$ cat config.mk
export PLATFORM = sky130hd
export DESIGN_NAME = red_streak_locator
export DESIGN_NICKNAME = d
export VERILOG_FILES = /design/src/rtl/red_streak_locator.sv
export SDC_FILE = /design/constraint.sdc
export NUM_CORES = 1
export LEC_CHECK = 0
export CAP_MARGIN = 20
export CORE_UTILIZATION = 30
export DETAILED_ROUTE_END_ITERATION = 8
export MAX_ROUTING_LAYER = met4
export PLACE_DENSITY = 0.48
export SLEW_MARGIN = 20
export SYNTH_ARGS = -nofsm -noshare
export SYNTH_HDL_FRONTEND = slang
export SYNTH_SLANG_ARGS = --single-unit
$ cat constraint.sdc
create_clock -name VGA_clock -period 6.3 [get_ports VGA_clock]
set_clock_uncertainty 0.05 [all_clocks]
set_input_delay 1.26 -clock VGA_clock [delete_from_list [all_inputs] [get_ports VGA_clock]]
set_output_delay 1.26 -clock VGA_clock [all_outputs]
set_load 0.01 [all_outputs]
$ cat src/rtl/red_streak_locator.sv
// rtl/red_streak_locator.sv - longest white run per frame -> ball centre/line/width; macro STREAK_DEBUG_EN adds debug_io
module red_streak_locator #(
  parameter int H_ACTIVE = 640,
  parameter int V_ACTIVE = 480,
  parameter int MIN_RUN  = 4,
  parameter int Y_OFFSET = 2
) (
  input  logic       VGA_clock,
  input  logic       reset,
  input  logic       white_pixel,
  input  logic [9:0] x_cont,
  input  logic [8:0] y_cont,
  input  logic       h_sync,
  input  logic       v_sync,
  output logic [9:0] ball_x,
  output logic [8:0] ball_y,
  output logic [9:0] ball_width,
  output logic       ball_valid,
  output logic       frame_done
`ifdef STREAK_DEBUG_EN
  ,
  output logic [6:0] debug_io
`endif
);

  localparam logic [9:0] LP_H_ACTIVE = 10'(H_ACTIVE);
  localparam logic [9:0] LP_H_LAST   = 10'(H_ACTIVE - 1);
  localparam logic [8:0] LP_V_ACTIVE = 9'(V_ACTIVE);
  localparam logic [9:0] LP_MIN_RUN  = 10'(MIN_RUN);
  localparam logic [8:0] LP_Y_OFFSET = 9'(Y_OFFSET);

  typedef enum logic [1:0] {
    START_UP = 2'd0,
    WAIT     = 2'd1,
    IS_RED   = 2'd2
  } state_t;

  state_t     r_state;
  state_t     w_state_nxt;
  logic [9:0] r_cntr;
  logic [9:0] w_cntr_nxt;
  logic [9:0] w_cntr_inc;

  logic       r_hs_prev;
  logic       r_vs_prev;
  logic       w_hs_fall;
  logic       w_vs_fall;
  logic       w_active;

  // Run closure candidate produced by the scanner this cycle
  logic       w_close;
  logic [9:0] w_close_len;
  logic [9:0] w_close_end;

  // Frame-best tracking
  logic [9:0] r_max_ever;
  logic [9:0] r_end_x;
  logic [8:0] r_line_of_max;
  logic       w_better;
  logic [9:0] w_max_eff;
  logic [9:0] w_end_eff;
  logic [8:0] w_line_eff;
  logic [9:0] w_ball_x_new;
  logic [8:0] w_ball_y_new;

  // Published results
  logic [9:0] r_ball_x;
  logic [8:0] r_ball_y;
  logic [9:0] r_ball_width;
  logic       r_ball_valid;
  logic       r_frame_done;

  assign w_hs_fall = r_hs_prev & ~h_sync;
  assign w_vs_fall = r_vs_prev & ~v_sync;
  assign w_active  = (x_cont < LP_H_ACTIVE) && (y_cont < LP_V_ACTIVE);

  // Run counter saturates at a full line width
  assign w_cntr_inc = (r_cntr >= LP_H_ACTIVE) ? LP_H_ACTIVE : (r_cntr + 10'd1);

  // Previous-sample registers for sync edge detection; idle level is high
  always_ff @(posedge VGA_clock or negedge reset) begin
    if (!reset) begin
      r_hs_prev <= 1'b1;
      r_vs_prev <= 1'b1;
    end else begin
      r_hs_prev <= h_sync;
      r_vs_prev <= v_sync;
    end
  end

  // FSM state and run counter registers
  always_ff @(posedge VGA_clock or negedge reset) begin
    if (!reset) begin
      r_state <= START_UP;
      r_cntr  <= 10'd0;
    end else begin
      r_state <= w_state_nxt;
      r_cntr  <= w_cntr_nxt;
    end
  end

  // Next-state logic: run start, extension and closure; syncs override last
  always_comb begin
    w_state_nxt = r_state;
    w_cntr_nxt  = r_cntr;
    w_close     = 1'b0;
    w_close_len = r_cntr;
    w_close_end = x_cont - 10'd1;
    case (r_state)
      START_UP: begin
        w_state_nxt = START_UP;
      end
      WAIT: begin
        if (w_active && white_pixel) begin
          if (x_cont == LP_H_LAST) begin
            // single-pixel run on the last column closes immediately
            w_close     = 1'b1;
            w_close_len = 10'd1;
            w_close_end = LP_H_LAST;
            w_cntr_nxt  = 10'd1;
          end else begin
            w_cntr_nxt  = 10'd1;
            w_state_nxt = IS_RED;
          end
        end
      end
      IS_RED: begin
        if (w_active) begin
          if (!white_pixel) begin
            w_close     = 1'b1;
            w_close_len = r_cntr;
            w_close_end = x_cont - 10'd1;
            w_state_nxt = WAIT;
          end else if (x_cont == LP_H_LAST) begin
            // a run never wraps onto the next line
            w_close     = 1'b1;
            w_close_len = w_cntr_inc;
            w_close_end = LP_H_LAST;
            w_cntr_nxt  = w_cntr_inc;
            w_state_nxt = WAIT;
          end else begin
            w_cntr_nxt  = w_cntr_inc;
          end
        end
      end
      default: begin
        w_state_nxt = START_UP;
      end
    endcase
    if (w_hs_fall && (r_state != START_UP)) begin
      w_state_nxt = WAIT;
    end
    if (w_vs_fall) begin
      w_state_nxt = WAIT;
      w_cntr_nxt  = 10'd0;
    end
  end

  // Strict compare keeps the earliest run on ties
  always_comb begin
    w_better   = w_close && (w_close_len > r_max_ever);
    w_max_eff  = r_max_ever;
    w_end_eff  = r_end_x;
    w_line_eff = r_line_of_max;
    if (w_better) begin
      w_max_eff  = w_close_len;
      w_end_eff  = w_close_end;
      w_line_eff = y_cont;
    end
  end

  // Result arithmetic from the frame best including any run closing this cycle
  always_comb begin
    w_ball_x_new = w_end_eff - ((w_max_eff - 10'd1) >> 1);
    if (w_line_eff < LP_Y_OFFSET) begin
      w_ball_y_new = 9'd0;
    end else begin
      w_ball_y_new = w_line_eff - LP_Y_OFFSET;
    end
  end

  // Frame-best tracking and end-of-frame publish
  always_ff @(posedge VGA_clock or negedge reset) begin
    if (!reset) begin
      r_max_ever    <= 10'd0;
      r_end_x       <= 10'd0;
      r_line_of_max <= 9'd0;
      r_ball_x      <= 10'd0;
      r_ball_y      <= 9'd0;
      r_ball_width  <= 10'd0;
      r_ball_valid  <= 1'b0;
      r_frame_done  <= 1'b0;
    end else if (w_vs_fall) begin
      r_max_ever    <= 10'd0;
      r_end_x       <= 10'd0;
      r_line_of_max <= 9'd0;
      r_frame_done  <= 1'b0;
      // the first v_sync after reset only arms the locator
      if (r_state != START_UP) begin
        r_frame_done <= 1'b1;
        if (w_max_eff >= LP_MIN_RUN) begin
          r_ball_x     <= w_ball_x_new;
          r_ball_y     <= w_ball_y_new;
          r_ball_width <= w_max_eff;
          r_ball_valid <= 1'b1;
        end else begin
          r_ball_valid <= 1'b0;
        end
      end
    end else begin
      r_frame_done <= 1'b0;
      if (w_better) begin
        r_max_ever    <= w_close_len;
        r_end_x       <= w_close_end;
        r_line_of_max <= y_cont;
      end
    end
  end

  assign ball_x     = r_ball_x;
  assign ball_y     = r_ball_y;
  assign ball_width = r_ball_width;
  assign ball_valid = r_ball_valid;
  assign frame_done = r_frame_done;

`ifdef STREAK_DEBUG_EN
  logic [6:0] r_debug;

  // Registered snapshot of input pixel, FSM state, counter LSBs and syncs
  always_ff @(posedge VGA_clock or negedge reset) begin
    if (!reset) begin
      r_debug <= 7'd0;
    end else begin
      r_debug <= {white_pixel, r_state, r_cntr[1:0], h_sync, v_sync};
    end
  end

  assign debug_io = r_debug;
`endif

endmodule
# ---- Word-level counts from Yosys, hierarchy flattened
# Index checks and enable logic that the tools add are counted.
dict set report op_classes {
  addsub 5
  magnitude_cmp 6
  eq_ne 10
  muxes 40
  bitwise 4
  n_reduce_logical 10
}
# cell count
set ops {}
lappend ops {{2-to-1 mux 10 bit} 18}
lappend ops {{one-hot mux 10 bit (2 select lines)} 3}
lappend ops {{2-to-1 mux 9 bit} 3}
lappend ops {{subtractor 10 x 1 -> 10 bit, second input constant} 2}
lappend ops {{2-to-1 mux 2 bit} 7}
lappend ops {{!= test 4 bit, second input constant} 3}
lappend ops {{adder 10 x 1 -> 10 bit, second input constant} 1}
lappend ops {{== test 10 bit, second input constant} 1}
lappend ops {{greater-or-equal comparator 10 bit, second input constant} 1}
lappend ops {{greater-or-equal comparator 10 x 3 -> 1 bit, second input constant} 1}
lappend ops {{greater-than comparator 10 bit} 1}
lappend ops {{less-than comparator 10 bit, second input constant} 1}
lappend ops {{subtractor 10 x 9 -> 10 bit} 1}
lappend ops {{less-than comparator 9 x 2 -> 1 bit, second input constant} 1}
lappend ops {{less-than comparator 9 bit, second input constant} 1}
lappend ops {{!= test 3 bit, second input constant} 3}
lappend ops {{subtractor 9 x 2 -> 9 bit, second input constant} 1}
lappend ops {{AND reduction 4 bit} 2}
lappend ops {{2-to-1 mux 1 bit} 7}
lappend ops {{!= test 5 bit, second input constant} 1}
lappend ops {{logical AND 1 bit} 4}
lappend ops {{one-hot mux 2 bit (2 select lines)} 1}
lappend ops {{AND reduction 3 bit} 1}
lappend ops {{nonzero test 3 bit} 1}
lappend ops {{other kinds (7)} 9}
dict set report word_totals {
  register_bits 74
  in_bits 24
  output_inout_bits 31
  wordCells 87
}

# ---- Depth between registers and ports, before layout
# Gate-level depths: netlist of run 1.
dict set report depth {
  depth_word 11
  ltp_mapped 31
  ltp_nobuf 29
}

# ---- Least setup slack after synthesis of run 1
# Ideal clock, no wire load.
dict set report synth_path {
  path_kind {in2reg}
  from {input port x_cont[0]}
  to {register r_ball_x[8] (netlist: ball_x[8])}
  setup_time_ns 0.125
  arrival_time_ns 6.558
  required_ns 6.125
  setup_slack_ns -0.433
  cell_stages 29
  n_path_buf 2
  path_cell_list {ha_1 nand4_1 or4_4 buf_6 nor3_4 a21oi_1 o21ai_1 ha_1 and3_1 a221o_1 a211oi_1 or3_1 buf_2 o21ai_0 inv_1 ha_1 inv_1 or2_2 nor2_1 xnor2_1 ha_1 o21ai_0 a21boi_0 o21ai_0 nand2b_1 a21o_1 a21oi_1 xnor2_1 mux2_4}
}
dict set report synth_via {
  elab_chain_cells 10
  elab_cells_between_ends 29
  classes_between {add/sub: 3; order compare: 3; eq/ne: 1; mux: 18; reduce/logical: 4}
}
# element line
set synth_rtl {}
lappend synth_rtl {{start: declaration} 11} ;# input logic [9:0] x_cont,
lappend synth_rtl {{less-than comparator 10 bit / == test 10 bit (equally long branches)} {75, 115, 134}}
lappend synth_rtl {{logical AND 1 bit / 2-to-1 mux 10 bit (equally long branches)} {75, 134}}
lappend synth_rtl {{logical AND 1 bit / 2-to-1 mux 10 bit (equally long branches)} {114, 129}}
lappend synth_rtl {{2-to-1 mux 10 bit, on equally long branches} {114, 128}}
lappend synth_rtl {{one-hot mux 10 bit (2 select lines)} 109} ;# case (r_state)
lappend synth_rtl {{greater-than comparator 10 bit} 161} ;# w_better = w_close && (w_close_len > r_max_ever);
lappend synth_rtl {{logical AND 1 bit} 161}
lappend synth_rtl {{2-to-1 mux 10 bit} -}
lappend synth_rtl {{subtractor 10 x 1 -> 10 bit / greater-or-equal comparator 10 x 3 -> 1 bit (equally long branches)} {174, 201}}
lappend synth_rtl {{subtractor 10 x 9 -> 10 bit / AND reduction 3 bit (equally long branches)} -}
lappend synth_rtl {{end signal: assignment} 202} ;# r_ball_x <= w_ball_x_new;
lappend synth_rtl {{end: declaration} 67} ;# logic [9:0] r_ball_x;
# Several ways; a longest one is shown, not always the timed one.
# A chain may end at the register's enable or synchronous reset.

# ---- Final worst setup path of run 1
# Ends and elaborated chain as after synthesis.

==> results.yml, run 1 <==
yosys:
  synth_top_area_share_pct: 36.9
  syn-cell-area_sq_um: 4880
  synthTopCellsByArea: "dfrtp_1 37%, mux2_4 7.7%, ha_1 7.4%, nor2_1 4.5%, mux2i_1 4.1%"
  yosysWarningCount: 0
  synth.avg_cell_area_sq_um: 9.46
  synth_top_area_cell: "dfrtp_1"
  yosys_register_bits: 74
  synth_edf_count: 0
  yosysMostFrequentCell: "dfrtp_1"
  ys_seq_area_share_pct: 38.0
  syn-num-nets: 570
  synthDistinctLibCells: 55
  synth_top_flop_cell: "dfrtp_1"
  ys_top_cells_by_count: "72 x dfrtp_1, 58 x nor2_1, 43 x nand2_1, 34 x o21ai_0, 33 x inv_1"
  synth_async_sr_flop_share_pct: 100
  synthCells: 516
flow_run:
  max-cap-violations: 0
detailed_routing:
  vias: 4270
  drt_first_pass_iters: 4
  wl_um: 13500
  antenna_left: 0
  drcViolationCount: 0
  via_per_inst: 4.78
  initialDrtViolationCount: 175
  wl_per_cell_um: 15.1
critical_path:
  cp_max_fo: 8
  cp-end-kind: "flop"
  cp.arrival_ns: 6.28
  reg2reg_slack_ns: 0.59
  critPathLaunchType: "input port"
  critPathKind: "input port to flop"
  crit_required_ns: 6.48
power:
  p_total_mw: 1.87
  ir_worst_vdd_uv: 123
  p_leak_nw: 3.39
  power_density_nw_per_um2: 267
die:
  fp.dieH_um: 130
  coreArea_sq_um: 15900
  ios: 55
  die_width_um: 130
  die_area_sq_um: 16800
  initial_utilization_pct: 30.7
  rows: 46
cells_and_area:
  ff_latch_area_sq_um: 1850
  final_cells: 894
  diodes: 0
  layout.nets: 728
  fillCellCount: 1573
  area_delta_synth_final_pct: 43.6
  multi_input_comb_area_sq_um: 3110
  drive_gt1_share_pct: 31.9
timing:
  timing.fmax_ghz: 0.164
  maxSlewHeadroom_pct: 50.4
  worst_slew_pin_slew_ns: 0.744
  fin_crit_sh_pct: 96.9
  rsz0062_at_grt: "true"
  hold_viol: 0
  min_period_ns: 6.10
  setup_viol: 0
  slew_viol_final: 0
placement:
  place_congestion: 0.852
  dpl.hpwl_um: 9620
  port_buffers: 54
  dp.cells: 852
grt:
  grt_pass1_vias: 4368
  grt_first_pass_wirelength_um: 21500
  overflow: 0
  grt_max_degree: 75
  grtUsageTotal_pct: 17.4
  antenna_found_initial: 0
clock_tree:
  clock_sinks: 74
  cts-root-buf: "clkbuf_16"
  path_clk_slew_ns: 0.06
  clock_path_buffers: 2
  holdBufCountCts: 0
  cts_made_buffers: 9
  cts_max_level: 3
  cts_tree: "yes"
  clk_latency_ns: 0.35
min_path:
  hp-class: "flop to flop"
run_status:
  status: "finished, final reports clean"
-- per-stage QoR --
stage	TNS [ns]	hold slack [ns]	util, %	instance area (sq um)	setup WS (ns)
after floorplan	0	0.434	-	4930	0.00473
after global placement	-5.27	0.447	39.4	6270	-0.778
after detailed placement	-6.25	0.443	39.4	6270	-0.831
after CTS	0	0.463	43.0	6830	0.0146
after global routing	-0.0568	0.477	44.1	7010	-0.0564
final	0	0.459	44.1	7010	0.197
-- report_power, final --
part	internal, mW	leakage (nW)	switching [mW]	total (mW)
Clock	0.315	0.142	0.209	0.523
Combinational	0.391	2.25	0.362	0.753
Sequential	0.548	0.998	0.0466	0.595
Total	1.25	3.39	0.617	1.87
-- cells by family (layout without fill, tap and decap cells) --
kind of cell	count (synthesis)	after routing	synth area share, %
AND/OR/NAND/NOR	195	195	20.4
XOR/XNOR	27	27	4.84
AO/OA/AOI/OAI	94	94	12.1
flip-flops	74	74	38.0
adder cells (fa/ha/maj)	30	30	7.84
buffers and inverters	48	210	4.36
multiplexers	48	48	12.5
-- flip-flops by register name, summed over array words and instances, names as in the netlist, 2 cells and up --
register / cells
r_state: 2
r_line_of_max: 9
r_max_ever: 10
ball_y: 9
r_cntr: 10
r_end_x: 10
ball_width: 10
ball_x: 10
-- routing by layer --
layer / global-route usage [%] / share of wire, % / vias to the layer above
li1: - / - / 2111
met5: - / 0 / -
met3: 4.62 / 3.6 / 14
met4: 4.51 / 1.4 / 0
met2: 29.5 / 49 / 73
met1: 20.3 / 46 / 2072
-- final timing paths --
kind	end	from	cells after the start
worst max-delay path	ball_x[8]	x_cont[0]	28
worst min-delay path	ball_width[4]	ball_width[4]	1
worst max register to register	ball_x[8]	r_state[0]	25
worst min register to register	ball_width[4]	ball_width[4]	1
max in group asynchronous	r_cntr[2]	reset	1
min in group asynchronous	frame_done	reset	1
-- placed cells by master, fill, tap and decap left out, types with 18 or more instances in the layout --
master / n
a21oi_1: 18
buf_4: 100
clkdlybuf4s50_1: 38
dfrtp_1: 72
ha_1: 23
inv_1: 31
mux2_4: 26
mux2i_1: 20
nand2_1: 39
nor2_1: 57
o21ai_0: 25
-- critical path, stage by stage --
cell and delay (ns):
buf_8 0.08, ha_4 0.12, nand4_1 0.08, or4_4 0.52, buf_6 0.17, o21ai_4 0.13, nand3_2 0.08, a22o_1 0.28
ha_4 0.29, and4_4 0.21, o2111a_1 0.23, a211oi_4 0.07, or3_4 0.43, nand2_2 0.09, o21ai_2 0.06, buf_4 0.13
or3_4 0.40, xnor2_4 0.19, ha_4 0.22, nor2b_4 0.12, o21ai_2 0.16, a21boi_2 0.09, o21ai_1 0.12, nand2b_1 0.08
a21o_1 0.19, a21oi_2 0.14, xnor2_1 0.08, mux2_4 0.25
-- layout make-up --
type / count / area share (%)
clock inverter: 3 / 0.571
sequential: 74 / 26.4
tap: 216 / 3.85
timing repair buffer: 162 / 19.5
inverter: 33 / 1.77
multi-input combinational: 394 / 44.3
clock buffer: 12 / 3.52
-- repair_timing --
action / in CTS / in global routing
setup endpoints to repair: 6 / 6
resized for setup: 45 / 54
cloned: 0 / 0
pin swaps: 27 / 33
setup buffers: 23 / 4
hold endpoints to repair: 0 / 0
No activity file was read; power rests on OpenSTA's default activity.
==> run 2, diff against run 1 <==
Settings changed: CAP_MARGIN 20 to 40, GPL_ROUTABILITY_DRIVEN set to 0, HOLD_SLACK_MARGIN set to 0.05.
==> results.yml, run 2 (synthesis gave the netlist of run 1 again) <==
die:
  die_width_um: 130
  fp.dieH_um: 130
  initial_utilization_pct: 30.7
  ios: 55
  die_area_sq_um: 16800
  coreArea_sq_um: 15900
  rows: 46
power:
  power_density_nw_per_um2: 278
  seq_power_share_pct: 30.7
  p_leak_nw: 3.35
  ir_worst_vdd_uv: 144
  switching_share_pct: 33.0
  internal_power_mw: 1.30
  p_comb_share_pct: 39.1
  power.switching_mw: 0.640
  p_total_mw: 1.94
  clkPwrFrac_pct: 30.2
cells_and_area:
  layout.nets: 720
  drive_gt1_share_pct: 31.0
  fin_area_sq_um: 6980
  area_delta_synth_final_pct: 43.0
  final_cell_mix: "93 x buf_4, 72 x dfrtp_1, 57 x nor2_1"
  diodes: 0
  layout_commonest_cell: "buf_4"
  fillCellCount: 1555
  final_core_util_pct: 44.0
  final_cells: 887
detailed_routing:
  antenna_left: 0
  initialDrtViolationCount: 283
  via_per_inst: 4.79
  wl_um: 13500
  wl_per_cell_um: 15.2
  vias: 4252
  drt_first_pass_iters: 4
  drcViolationCount: 0
timing:
  slew_viol_final: 0
  min_period_ns: 6.09
  finalWorstSetupSlack_ns: 0.206
  rsz0062_at_grt: "true"
  maxSlewHeadroom_pct: 53.1
  fin_crit_sh_pct: 96.7
  whs_ns: 0.457
  hold_viol: 0
  timing.fmax_ghz: 0.164
  worst_slew_pin_slew_ns: 0.703
  setup_viol: 0
  tns_ns: 0
critical_path:
  critPathKind: "input port to flop"
  reg2reg_slack_ns: 0.60
  cp_max_fo: 4
  max_stage_delay_ns: 0.52
  cpMaxStageDelayCell: "or4_4"
  critPathBufInv: 3
  crit_required_ns: 6.49
  cp.arrival_ns: 6.28
  cp_common_cell: "o21ai_1"
  cp-end-kind: "flop"
  critPathLaunchType: "input port"
  cp_top_family: "simple AND/OR/NAND/NOR gates"
grt:
  grtUsageTotal_pct: 17.2
  grt_max_degree: 48
  overflow: 0
  grt_pass1_vias: 4186
  grt_first_pass_wirelength_um: 21300
  antenna_found_initial: 0
flow_run:
  max-cap-violations: 0
clock_tree:
  clk_latency_ns: 0.35
  path_clk_slew_ns: 0.06
  clock_sinks: 74
  clock_path_buffers: 2
  cts_made_buffers: 9
  cts-root-buf: "clkbuf_16"
  cts_tree: "yes"
  cts_max_level: 3
placement:
  dpl.hpwl_um: 9700
  placed_area_sq_um: 6290
  dp.cells: 853
  preCtsSetupSlack_ns: -0.880
  port_buffers: 54
run_status:
  status: "finished, final reports clean"
min_path:
  hp-class: "flop to flop"
run 2: cell count changes in the layout (fill, tap and decap cells not counted), sizes merged:
| cell | delta |
|---|---|
| buf | -9 |
| clkinvlp | +4 |
| clkbuf | -2 |
| clkinv | -2 |
| bufinv | +1 |
| or4 | +1 |
run 2: path summary, 6_finish.rpt:
path,cells after the start,from,to
max,27,x_cont[0],ball_x[8]
min,1,ball_width[7],ball_width[7]
max reg2reg,25,r_state[0],ball_x[8]
min reg2reg,1,ball_width[7],ball_width[7]
max in group asynchronous,2,reset,r_vs_prev
min in group asynchronous,1,reset,frame_done
run 2: routing by layer:
metal  GRT usage (%)  up-vias  routed length, um
met4            4.31        0                115
li1                -     2101                  -
met2            28.1       84               6600
met1            20.8     2055               6180
met3            5.08       12                569
met5               -        -                  0
run 2: cell type report:
type | instances | area (sq um) | area share (%)
tap | 216 | 270 | 3.87
clock inverter | 6 | 90.1 | 1.29
sequential | 74 | 1850 | 26.6
multi-input combinational | 395 | 3090 | 44.3
inverter | 33 | 124 | 1.77
clock buffer | 10 | 239 | 3.42
timing repair buffer | 153 | 1310 | 18.8
run 2: power groups by stage:
stage / Clock, mW / Sequential (mW) / Combinational, mW
2_1_floorplan: 0 / 0.621 / 0.371
3_3_place_gp: 0 / 0.602 / 0.703
3_5_place_dp: 0 / 0.604 / 0.711
4_1_cts: 0.603 / 0.596 / 0.723
5_1_grt: 0.621 / 0.604 / 0.828
6_report: 0.585 / 0.595 / 0.759
run 2: repair_timing:
item / CTS / global route
pin swaps: 26 / 29
gates cloned: 1 / 0
endpoints found under the hold margin: 0 / 0
hold buffers: 0 / 0
setup endpoints to repair: 7 / 6
resized for setup: 36 / 58
buffers inserted: 12 / 5
